==> src/rtl/core_pkg.sv <==
// Shared ISA definitions for the 16-bit core: opcodes, instruction field positions,
// and the decoded ID/EX bundle handed from decode to execute.
package core_pkg;

  localparam int WORD_W  = 16;
  localparam int REG_CNT = 16;
  localparam int REG_AW  = 4;

  localparam logic [3:0] OP_NOP  = 4'h0;
  localparam logic [3:0] OP_ADD  = 4'h1;
  localparam logic [3:0] OP_SUB  = 4'h2;
  localparam logic [3:0] OP_AND  = 4'h3;
  localparam logic [3:0] OP_OR   = 4'h4;
  localparam logic [3:0] OP_ADDI = 4'h5;
  localparam logic [3:0] OP_LD   = 4'h6;
  localparam logic [3:0] OP_ST   = 4'h7;
  localparam logic [3:0] OP_BEQ  = 4'h8;

  // Instruction field bit positions: [15:12] opcode, [11:8] rd, [7:4] rs, [3:0] rt/imm4.
  localparam int OPC_MSB = 15;
  localparam int OPC_LSB = 12;
  localparam int RD_MSB  = 11;
  localparam int RD_LSB  = 8;
  localparam int RS_MSB  = 7;
  localparam int RS_LSB  = 4;
  localparam int RT_MSB  = 3;
  localparam int RT_LSB  = 0;

  typedef struct packed {
    logic [3:0]        opcode;
    logic [REG_AW-1:0] dest;
    logic [WORD_W-1:0] operand_a;
    logic [WORD_W-1:0] operand_b;
    logic [WORD_W-1:0] store_data;
    logic              reg_write;
    logic              mem_read;
    logic              mem_write;
    logic              branch;
    logic [WORD_W-1:0] next_pc;
  } id_ex_t;

  localparam id_ex_t ID_EX_BUBBLE = '0;

  function automatic logic [WORD_W-1:0] sign_ext_imm4(input logic [3:0] imm);
    return {{(WORD_W-4){imm[3]}}, imm};
  endfunction

  // Opcodes 9..F are reserved and treated exactly like NOP.
  function automatic logic is_valid_op(input logic [3:0] op);
    return (op >= OP_ADD) && (op <= OP_BEQ);
  endfunction

endpackage

==> src/rtl/instruction_decode_regfile.sv <==
// 16x16 register file, three combinational read ports and one write port; r0 reads zero.
// DECODE_WB_BYPASS_EN forwards a same-cycle write to the read ports.
module register_file
  import core_pkg::*;
(
  input  logic              clk,
  input  logic              rst_n,
  input  logic [REG_AW-1:0] raddr_a,
  input  logic [REG_AW-1:0] raddr_b,
  input  logic [REG_AW-1:0] raddr_c,
  output logic [WORD_W-1:0] rdata_a,
  output logic [WORD_W-1:0] rdata_b,
  output logic [WORD_W-1:0] rdata_c,
  input  logic              wr_en,
  input  logic [REG_AW-1:0] wr_addr,
  input  logic [WORD_W-1:0] wr_data
);

  logic [WORD_W-1:0] regs [REG_CNT];

  always_ff @(posedge clk or negedge rst_n) begin
    if (!rst_n) begin
      for (int i = 0; i < REG_CNT; i++) regs[i] <= '0;
    end else if (wr_en && (wr_addr != '0)) begin
      regs[wr_addr] <= wr_data;
    end
  end

  function automatic logic [WORD_W-1:0] read_port(input logic [REG_AW-1:0] addr);
    logic [WORD_W-1:0] val;
    val = (addr == '0) ? '0 : regs[addr];
`ifdef DECODE_WB_BYPASS_EN
    if (wr_en && (wr_addr == addr) && (addr != '0)) val = wr_data;
`endif
    return val;
  endfunction

  always_comb begin
    rdata_a = read_port(raddr_a);
    rdata_b = read_port(raddr_b);
    rdata_c = read_port(raddr_c);
  end

endmodule

==> src/rtl/instruction_decode.sv <==
// Decode stage: field decode, operand read, load-use hazard detection and the ID/EX register.
// Optional same-cycle writeback forwarding is enabled by DECODE_WB_BYPASS_EN.
module instruction_decode
  import core_pkg::*;
(
  input  logic              clk,
  input  logic              rst_n,
  input  logic [WORD_W-1:0] instruction_if,
  input  logic [WORD_W-1:0] next_program_counter_if,
  input  logic              flush_id,
  input  logic              wb_en,
  input  logic [REG_AW-1:0] wb_addr,
  input  logic [WORD_W-1:0] wb_data,
  output logic              stall_id,
  output logic [3:0]        opcode_id,
  output logic [REG_AW-1:0] dest_id,
  output logic [WORD_W-1:0] operand_a_id,
  output logic [WORD_W-1:0] operand_b_id,
  output logic [WORD_W-1:0] store_data_id,
  output logic              reg_write_id,
  output logic              mem_read_id,
  output logic              mem_write_id,
  output logic              branch_id,
  output logic [WORD_W-1:0] next_program_counter_id
);

  logic [3:0]        op;
  logic [REG_AW-1:0] rd, rs, rt;
  logic [WORD_W-1:0] rd_val, rs_val, rt_val;
  logic              uses_rs, uses_rt, uses_rd;
  logic              load_use;
  id_ex_t            decoded, id_ex_d, id_ex_q;

  assign op = instruction_if[OPC_MSB:OPC_LSB];
  assign rd = instruction_if[RD_MSB:RD_LSB];
  assign rs = instruction_if[RS_MSB:RS_LSB];
  assign rt = instruction_if[RT_MSB:RT_LSB];

  register_file u_register_file (
    .clk     (clk),
    .rst_n   (rst_n),
    .raddr_a (rs),
    .raddr_b (rt),
    .raddr_c (rd),
    .rdata_a (rs_val),
    .rdata_b (rt_val),
    .rdata_c (rd_val),
    .wr_en   (wb_en),
    .wr_addr (wb_addr),
    .wr_data (wb_data)
  );

  always_comb begin
    uses_rs = is_valid_op(op);
    uses_rt = (op >= OP_ADD) && (op <= OP_OR);
    uses_rd = (op == OP_ST) || (op == OP_BEQ);
  end

  // Load-use: the load sitting in ID/EX cannot forward in time, so a dependent
  // instruction is held in fetch for one cycle while a bubble goes downstream.
  always_comb begin
    load_use = id_ex_q.mem_read && (id_ex_q.dest != '0) &&
               ((uses_rs && (rs == id_ex_q.dest)) ||
                (uses_rt && (rt == id_ex_q.dest)) ||
                (uses_rd && (rd == id_ex_q.dest)));
  end

  // Flow control: stall_id high means fetch must hold PC and instruction this
  // cycle; flush_id squashes the instruction in decode and overrides any stall.
  assign stall_id = load_use && !flush_id;

  always_comb begin
    decoded = ID_EX_BUBBLE;
    if (is_valid_op(op)) begin
      decoded.opcode    = op;
      decoded.operand_a = rs_val;
      decoded.operand_b = uses_rt ? rt_val : sign_ext_imm4(rt);
      decoded.next_pc   = next_program_counter_if;
      decoded.reg_write = (op <= OP_LD) && (rd != '0);
      decoded.dest      = (op <= OP_LD) ? rd : '0;
      decoded.mem_read  = (op == OP_LD);
      decoded.mem_write = (op == OP_ST);
      decoded.branch    = (op == OP_BEQ);
      decoded.store_data = uses_rd ? rd_val : '0;
    end
  end

  always_comb begin
    id_ex_d = decoded;
    if (flush_id || load_use) id_ex_d = ID_EX_BUBBLE;
  end

  always_ff @(posedge clk or negedge rst_n) begin
    if (!rst_n) id_ex_q <= ID_EX_BUBBLE;
    else        id_ex_q <= id_ex_d;
  end

  assign opcode_id               = id_ex_q.opcode;
  assign dest_id                 = id_ex_q.dest;
  assign operand_a_id            = id_ex_q.operand_a;
  assign operand_b_id            = id_ex_q.operand_b;
  assign store_data_id           = id_ex_q.store_data;
  assign reg_write_id            = id_ex_q.reg_write;
  assign mem_read_id             = id_ex_q.mem_read;
  assign mem_write_id            = id_ex_q.mem_write;
  assign branch_id               = id_ex_q.branch;
  assign next_program_counter_id = id_ex_q.next_pc;

endmodule

==> config.mk <==
export PLATFORM = sky130hd
export DESIGN_NAME = instruction_decode
export DESIGN_NICKNAME = d
export VERILOG_FILES = /design/src/rtl/core_pkg.sv /design/src/rtl/instruction_decode_regfile.sv /design/src/rtl/instruction_decode.sv
export SDC_FILE = /design/constraint.sdc
export NUM_CORES = 1
export LEC_CHECK = 0
export BUFFER_PORTS_ARGS = -buffer_cell sky130_fd_sc_hd__buf_2
export CORE_AREA = 2 2 178 180
export CTS_CLUSTER_DIAMETER = 40
export DETAILED_ROUTE_END_ITERATION = 16
export DIE_AREA = 0 0 180 182
export PLACE_DENSITY = 0.87
export SYNTH_ARGS = -nofsm -noshare
export SYNTH_HDL_FRONTEND = slang
export SYNTH_SLANG_ARGS = --single-unit
==> constraint.sdc <==
create_clock -name clk -period 6.3 [get_ports clk]
set_clock_uncertainty 0.15 [all_clocks]
set_input_delay 0.945 -clock clk [delete_from_list [all_inputs] [get_ports clk]]
set_output_delay 0.945 -clock clk [all_outputs]
set_load 0.02 [all_outputs]
# ---- Word-level counts from Yosys, hierarchy flattened
# Cells that the tools add are included.
# Widths: inputs -> output; s select.
dict set report totals {
  reg_bits 332
  inputBits 56
  out_inout_bits 77
  elab_cells 87
}
dict set report classes {
  n_lt_le_gt_ge 9
  eq_ne 6
  mux 20
  bitwise_logic 4
  reduce_logical 22
}
# op count
set op_table {}
lappend op_table {{$bwmux 256} 1}
lappend op_table {{$bmux 16 s4} 3}
lappend op_table {{$mux 16} 12}
lappend op_table {{$mux 76} 2}
lappend op_table {{$demux 16 s4} 1}
lappend op_table {{$ge 5x5->1 const B} 4}
lappend op_table {{$not 4->5} 4}
lappend op_table {{$eq 4x4->1} 3}
lappend op_table {{$logic_not 4->1} 3}
lappend op_table {{$reduce_bool 4->1} 3}
lappend op_table {{$logic_and 1x1->1} 11}
lappend op_table {{$eq 4x3->1 const B} 2}
lappend op_table {{$le 4x3->1 const B} 2}
lappend op_table {{$lt 5x1->1 const B} 1}
lappend op_table {{$eq 4x4->1 const B} 1}
lappend op_table {{$ge 4x1->1 const B} 1}
lappend op_table {{$le 4x4->1 const B} 1}
lappend op_table {{$logic_or 1x1->1} 4}
lappend op_table {{$mux 4} 1}
lappend op_table {{$logic_not 1->1} 1}

# ---- Depth between registers and ports, before layout
dict set report logic_depth {
  ltp_word 8
  ltp_mapped 9
}

# ---- Cells and area by module
# A second synthesis with hierarchy kept.
dict set report hier_totals {
  hier_cells 1143
  hier_area_um2 17792.1
}
# mod instances cells_each area_per_inst_um2 seq_area_each_um2
set by_module_without_submodules {}
lappend by_module_without_submodules {register_file 1 924 14920.6 6030.8}
lappend by_module_without_submodules {instruction_decode 1 219 2871.5 1901.8}

# ---- Worst setup path after synthesis
# OpenSTA, ideal clock, no wires.
dict set report synth_path {
  path_type {input-to-output}
  start {in instruction_if[4]}
  end {out stall_id}
  t_arrival_ns 2.338
  required_time_ns 5.205
  slack_ns 2.867
  path_stages 6
  path_buffers 1
  path_cell_list {buf_2 > xor2_1 > nor4_4 > or3b_1 > o21ai_0 > and2_1}
}
dict set report synth_via {
  elab_chain_cells 6
}
# element line_no
set synth_lines {}
lappend synth_lines {{start: declaration} instruction_decode.sv:8} ;# input logic [WORD_W-1:0] instruction_if,
lappend synth_lines {{$eq 4x4->1} instruction_decode.sv:63} ;# ((uses_rs && (rs == id_ex_q.dest)) ||
lappend synth_lines {{$logic_and 1x1->1} instruction_decode.sv:63}
lappend synth_lines {{$logic_or 1x1->1} instruction_decode.sv:63}
lappend synth_lines {{$logic_or 1x1->1} instruction_decode.sv:64} ;# (uses_rt && (rt == id_ex_q.dest)) ||
lappend synth_lines {{$logic_and 1x1->1} instruction_decode.sv:62} ;# load_use = id_ex_q.mem_read && (id_ex_q.dest != '0) &&
lappend synth_lines {{$logic_and 1x1->1} instruction_decode.sv:70} ;# assign stall_id = load_use && !flush_id;
lappend synth_lines {{end: declaration} instruction_decode.sv:14} ;# output logic stall_id,
# No other way between the ends.

# ---- Worst setup path after layout
# Same ends and word-level chain as after synthesis.

==> reports/summary.txt <==
====================================================================================================
Run status                                                                              complete, no violations
Number of hold-slack violations in the final timing report                                         0
Routed wirelength normalized by instance count                                              29.81 um
Post-CTS Setup Repair Bufs                                                                         0
Layout net count                                                                                1391
Vias/cell                                                                                      7.312
Core occupancy in the finished layout                                                         66.64%
Via count of the first global-routing pass                                                     13690
EDFF count, synth                                                                                  0
Number of antenna violations at the first check in global routing                                  2
Die boundary width                                                                            180 um
Switching power share of the total                                                            28.56%
Most common cell after layout, fill and taps aside                                      sky130_fd_sc_hd__dfrtp_1
Layout overhead on the synthesized area                                                       12.69%
Largest family of logic cells by synthesized area                                       multiplexers
Cell breakdown of the critical path                                                     buf_4 -> xor2_1 -> nor4_4 -> or3b_1 -> o21ai_0 -> and2_1 -> buf_2
Sequential-to-total area share from yosys stat                                                45.34%
Global-route wire length before repair                                                      80790 um
Max Fclk                                                                                  0.2352 GHz
Filler cell count                                                                               2024
Top library cells by usage in the layout, fill and taps aside                           332 x sky130_fd_sc_hd__dfrtp_1, 247 x sky130_fd_sc_hd__mux2_2, 155 x sky130_fd_sc_hd__mux4_2
Area of the mapped netlist                                                              0.01832 sq mm
Worst reg2reg path depth                                                                           6
Reg-to-reg endpoint                                                                     operand_a_id[1]$_DFF_PN0_
Share of total power in combinational logic                                                    20.8%
Share of async-settable or async-resettable flops after synthesis                             100.0%
Port Buffer Count                                                                                132
Cell-internal power                                                                         5.008 mW
Fraction of the mapped netlist area in compound gates                                         7.177%
Mux contribution to synthesized area                                                          39.42%
Net count after synthesis                                                                       1314
Time the final worst path needs with I/O delays and setup                                   4.252 ns
Number of nets with antenna violations after detailed routing                                      0
Core Area                                                                               0.03099 sq mm
Required arrival time at the worst endpoint                                                  5.20 ns
Number of pins with negative max-slew slack in the final report                                    0
Worst min-delay path category                                                                reg2reg
Clock Root Buffer                                                                       sky130_fd_sc_hd__clkbuf_16
Final setup viols                                                                                  0
Critical path's top delay family                                                        simple AND/OR/NAND/NOR gates
Worst slew slack as a fraction of its limit                                                   15.09%
Synth cell types                                                                                  58
Flip-flop and latch count after synthesis                                                        332
Fraction of the mapped netlist area in adder cells                                                0%
Row cnt                                                                                           65
Critical Path Stages                                                                               7
CTS Hold Buffers Added                                                                             0
Total power of the final layout                                                             7.010 mW
Vias post-DR                                                                                   12950
FF-to-FF Start                                                                          dest_id[2]$_DFF_PN0_
Peak per-stage delay on the critical path                                                    0.72 ns
Final wirelength                                                                            52800 um
Synthesized-area fraction occupied by and/or/nand/nor cells                                   3.469%
Net switching power of the design                                                           2.002 mW
Layout Cell Area excl Fill                                                              0.02065 sq mm
Area of the die                                                                         0.03276 sq mm
DR iter-0 viols                                                                                 1468
Post-cts gate resize count                                                                         0
GP Congestion                                                                                 0.8989
DRT Pass-1 Iters                                                                                   8
Worst path bufs/invs                                                                               2
Effective utilization at floorplan                                                            59.14%
Power share of the clock group                                                                 37.5%
Parity-gate share of the synthesized area counting xor and xnor cells                        0.6214%
Crit-path slowest cell                                                                  sky130_fd_sc_hd__buf_4
Count of max-cap constraint violations                                                             0
Maximum VDD drop                                                                           0.1885 mV
Cell Area, Placed                                                                       0.01910 sq mm
I/O pin count                                                                                    133
Total of warnings raised by yosys                                                                  0
CP Launch Point                                                                         instruction_if[4]
Die Span Y                                                                                    182 um
Pleak                                                                                       8.953 nW
Worst-case setup margin in the final layout                                                 2.048 ns
Clk sinks                                                                                        332
Worst Setup EP                                                                              stall_id
Crit path launch type                                                                   primary input
Unrepaired setup endpoints after global routing                                                false
Worst setup path category                                                                     in2out
Data arrival at the endpoint of the critical path                                            3.16 ns
Sum of negative setup slack                                                                     0 ns
Number of H-tree levels                                                                            2
Skew-Pair Late Insertion Delay                                                               0.54 ns
DRC Markers                                                                                        0
Longest Clk Path Bufs                                                                              3
Share of final-layout standard cells stronger than drive strength 1                           49.05%
Worst R2R Setup Slack                                                                        3.50 ns
Reg power frac                                                                                 41.7%
Cell count after synthesis                                                                      1258
DP HPWL                                                                                     30920 um
Number of buffers added by the clock tree synthesis step                                          43
Most used DFF post-synth                                                                sky130_fd_sc_hd__dfrtp_1
Fraction of the cycle the final worst path needs                                              67.50%
Crit-path max FO                                                                                  48
Worst setup slack after placement                                                           2.065 ns
Pin count of the biggest net entering global routing                                             152
Global router's overall resource usage                                                        32.49%
Average cell area after synthesis                                                        14.57 sq um
Kind of end point of the critical path                                                    output pin
Sum of overflow across all layers after global routing                                             0
Clock-pin slew reported for the worst setup and hold paths after clock tree synthesis        0.06 ns
Cell Pwr Density                                                                        339.5 mW/mm^2
Clock tree from TritonCTS                                                                        yes
Pin slew with the least headroom to its limit                                               1.272 ns
====================================================================================================
sequential cells by signal (all words and copies together), names as in the netlist:
register and count:
u_register_file.regs 256, next_program_counter_id 16, operand_a_id 16, operand_b_id 16
store_data_id 16, dest_id 4, opcode_id 4, branch_id 1
mem_read_id 1, mem_write_id 1, reg_write_id 1
synth_stat cells, types with 6 or more instances:
| library cell | n | area share (%) |
|---|---|---|
| sky130_fd_sc_hd__clkbuf_1 | 62 | 1.3 |
| sky130_fd_sc_hd__dfrtp_1 | 332 | 45 |
| sky130_fd_sc_hd__mux2i_1 | 95 | 5.2 |
| sky130_fd_sc_hd__nand2b_1 | 12 | 0.41 |
| sky130_fd_sc_hd__xor2_1 | 9 | 0.43 |
| sky130_fd_sc_hd__a2111oi_0 | 6 | 0.29 |
| sky130_fd_sc_hd__inv_1 | 6 | 0.12 |
| sky130_fd_sc_hd__buf_2 | 35 | 0.96 |
| sky130_fd_sc_hd__and2_1 | 19 | 0.65 |
| sky130_fd_sc_hd__nor3b_1 | 7 | 0.29 |
| sky130_fd_sc_hd__nor3_1 | 7 | 0.19 |
| sky130_fd_sc_hd__a21oi_1 | 38 | 1.0 |
| sky130_fd_sc_hd__a211oi_1 | 17 | 0.70 |
| sky130_fd_sc_hd__a221oi_1 | 45 | 2.2 |
| sky130_fd_sc_hd__mux4_2 | 155 | 19 |
| sky130_fd_sc_hd__o21ai_0 | 12 | 0.33 |
| sky130_fd_sc_hd__a22oi_1 | 19 | 0.78 |
| sky130_fd_sc_hd__mux2_2 | 247 | 15 |
| sky130_fd_sc_hd__nor2b_1 | 17 | 0.58 |
| sky130_fd_sc_hd__buf_4 | 15 | 0.61 |
| sky130_fd_sc_hd__buf_6 | 11 | 0.68 |
| sky130_fd_sc_hd__nor2_1 | 20 | 0.41 |
| sky130_fd_sc_hd__o21bai_1 | 10 | 0.41 |
how the worst min path moves through the flow:
stage                                                     start                               endpoint  slack [ns]  cells after the start
after floorplan           u_register_file.regs[240]$_DFFE_PN0P_  u_register_file.regs[240]$_DFFE_PN0P_        0.30                      1
after global placement    u_register_file.regs[240]$_DFFE_PN0P_  u_register_file.regs[240]$_DFFE_PN0P_        0.23                      0
after detailed placement  u_register_file.regs[247]$_DFFE_PN0P_  u_register_file.regs[247]$_DFFE_PN0P_        0.24                      0
after CTS                 u_register_file.regs[247]$_DFFE_PN0P_  u_register_file.regs[247]$_DFFE_PN0P_        0.25                      0
after global routing      u_register_file.regs[240]$_DFFE_PN0P_  u_register_file.regs[240]$_DFFE_PN0P_        0.26                      0
final                     u_register_file.regs[240]$_DFFE_PN0P_  u_register_file.regs[240]$_DFFE_PN0P_        0.25                      0
through the flow:
stage,std cells,hold slack (ns)
floorplan,1258,0.2951
global placement,1692,0.2309
detailed placement,1692,0.2373
CTS,1770,0.2514
global route,1771,0.2625
finish,1771,0.2505
kinds of logic (layout without fill, tap and decap cells):
family,Yosys count,count (layout)
compound gates,170,170
xor+xnor,13,13
buf+inv,140,250
flops,332,332
mux,497,497
other cells,0,1
simple gates,106,106
power by group through the flow:
stage | Clock, mW | Sequential (mW) | Combinational [mW]
finish | 2.63 | 2.92 | 1.45
global route | 2.75 | 2.96 | 1.54
CTS | 2.64 | 2.90 | 1.45
detailed placement | 0 | 2.93 | 1.42
global placement | 0 | 2.88 | 1.37
floorplan | 0 | 2.82 | 1.11
per-layer routing:
metal | vias up | GRT usage [%] | wire length (um)
met5 | - | 0 | 13
met4 | 2 | 20.68 | 3479
met3 | 253 | 7.982 | 5464
met2 | 934 | 52.02 | 25460
met1 | 6681 | 39.87 | 18390
li1 | 5080 | - | -
cell type report:
| class | instances | area, sq um | area share (%) |
|---|---|---|---|
| multi-input combinational | 786 | 9326 | 45.16 |
| clock inverter | 24 | 336.6 | 1.630 |
| clock buffer | 54 | 1210 | 5.859 |
| timing repair buffer | 164 | 933.4 | 4.520 |
| antenna | 1 | 2.502 | 0.01212 |
| inverter | 8 | 30.03 | 0.1454 |
| sequential | 332 | 8308 | 40.23 |
| tap | 402 | 503.0 | 2.436 |
Power figures use the tool's default switching activity.
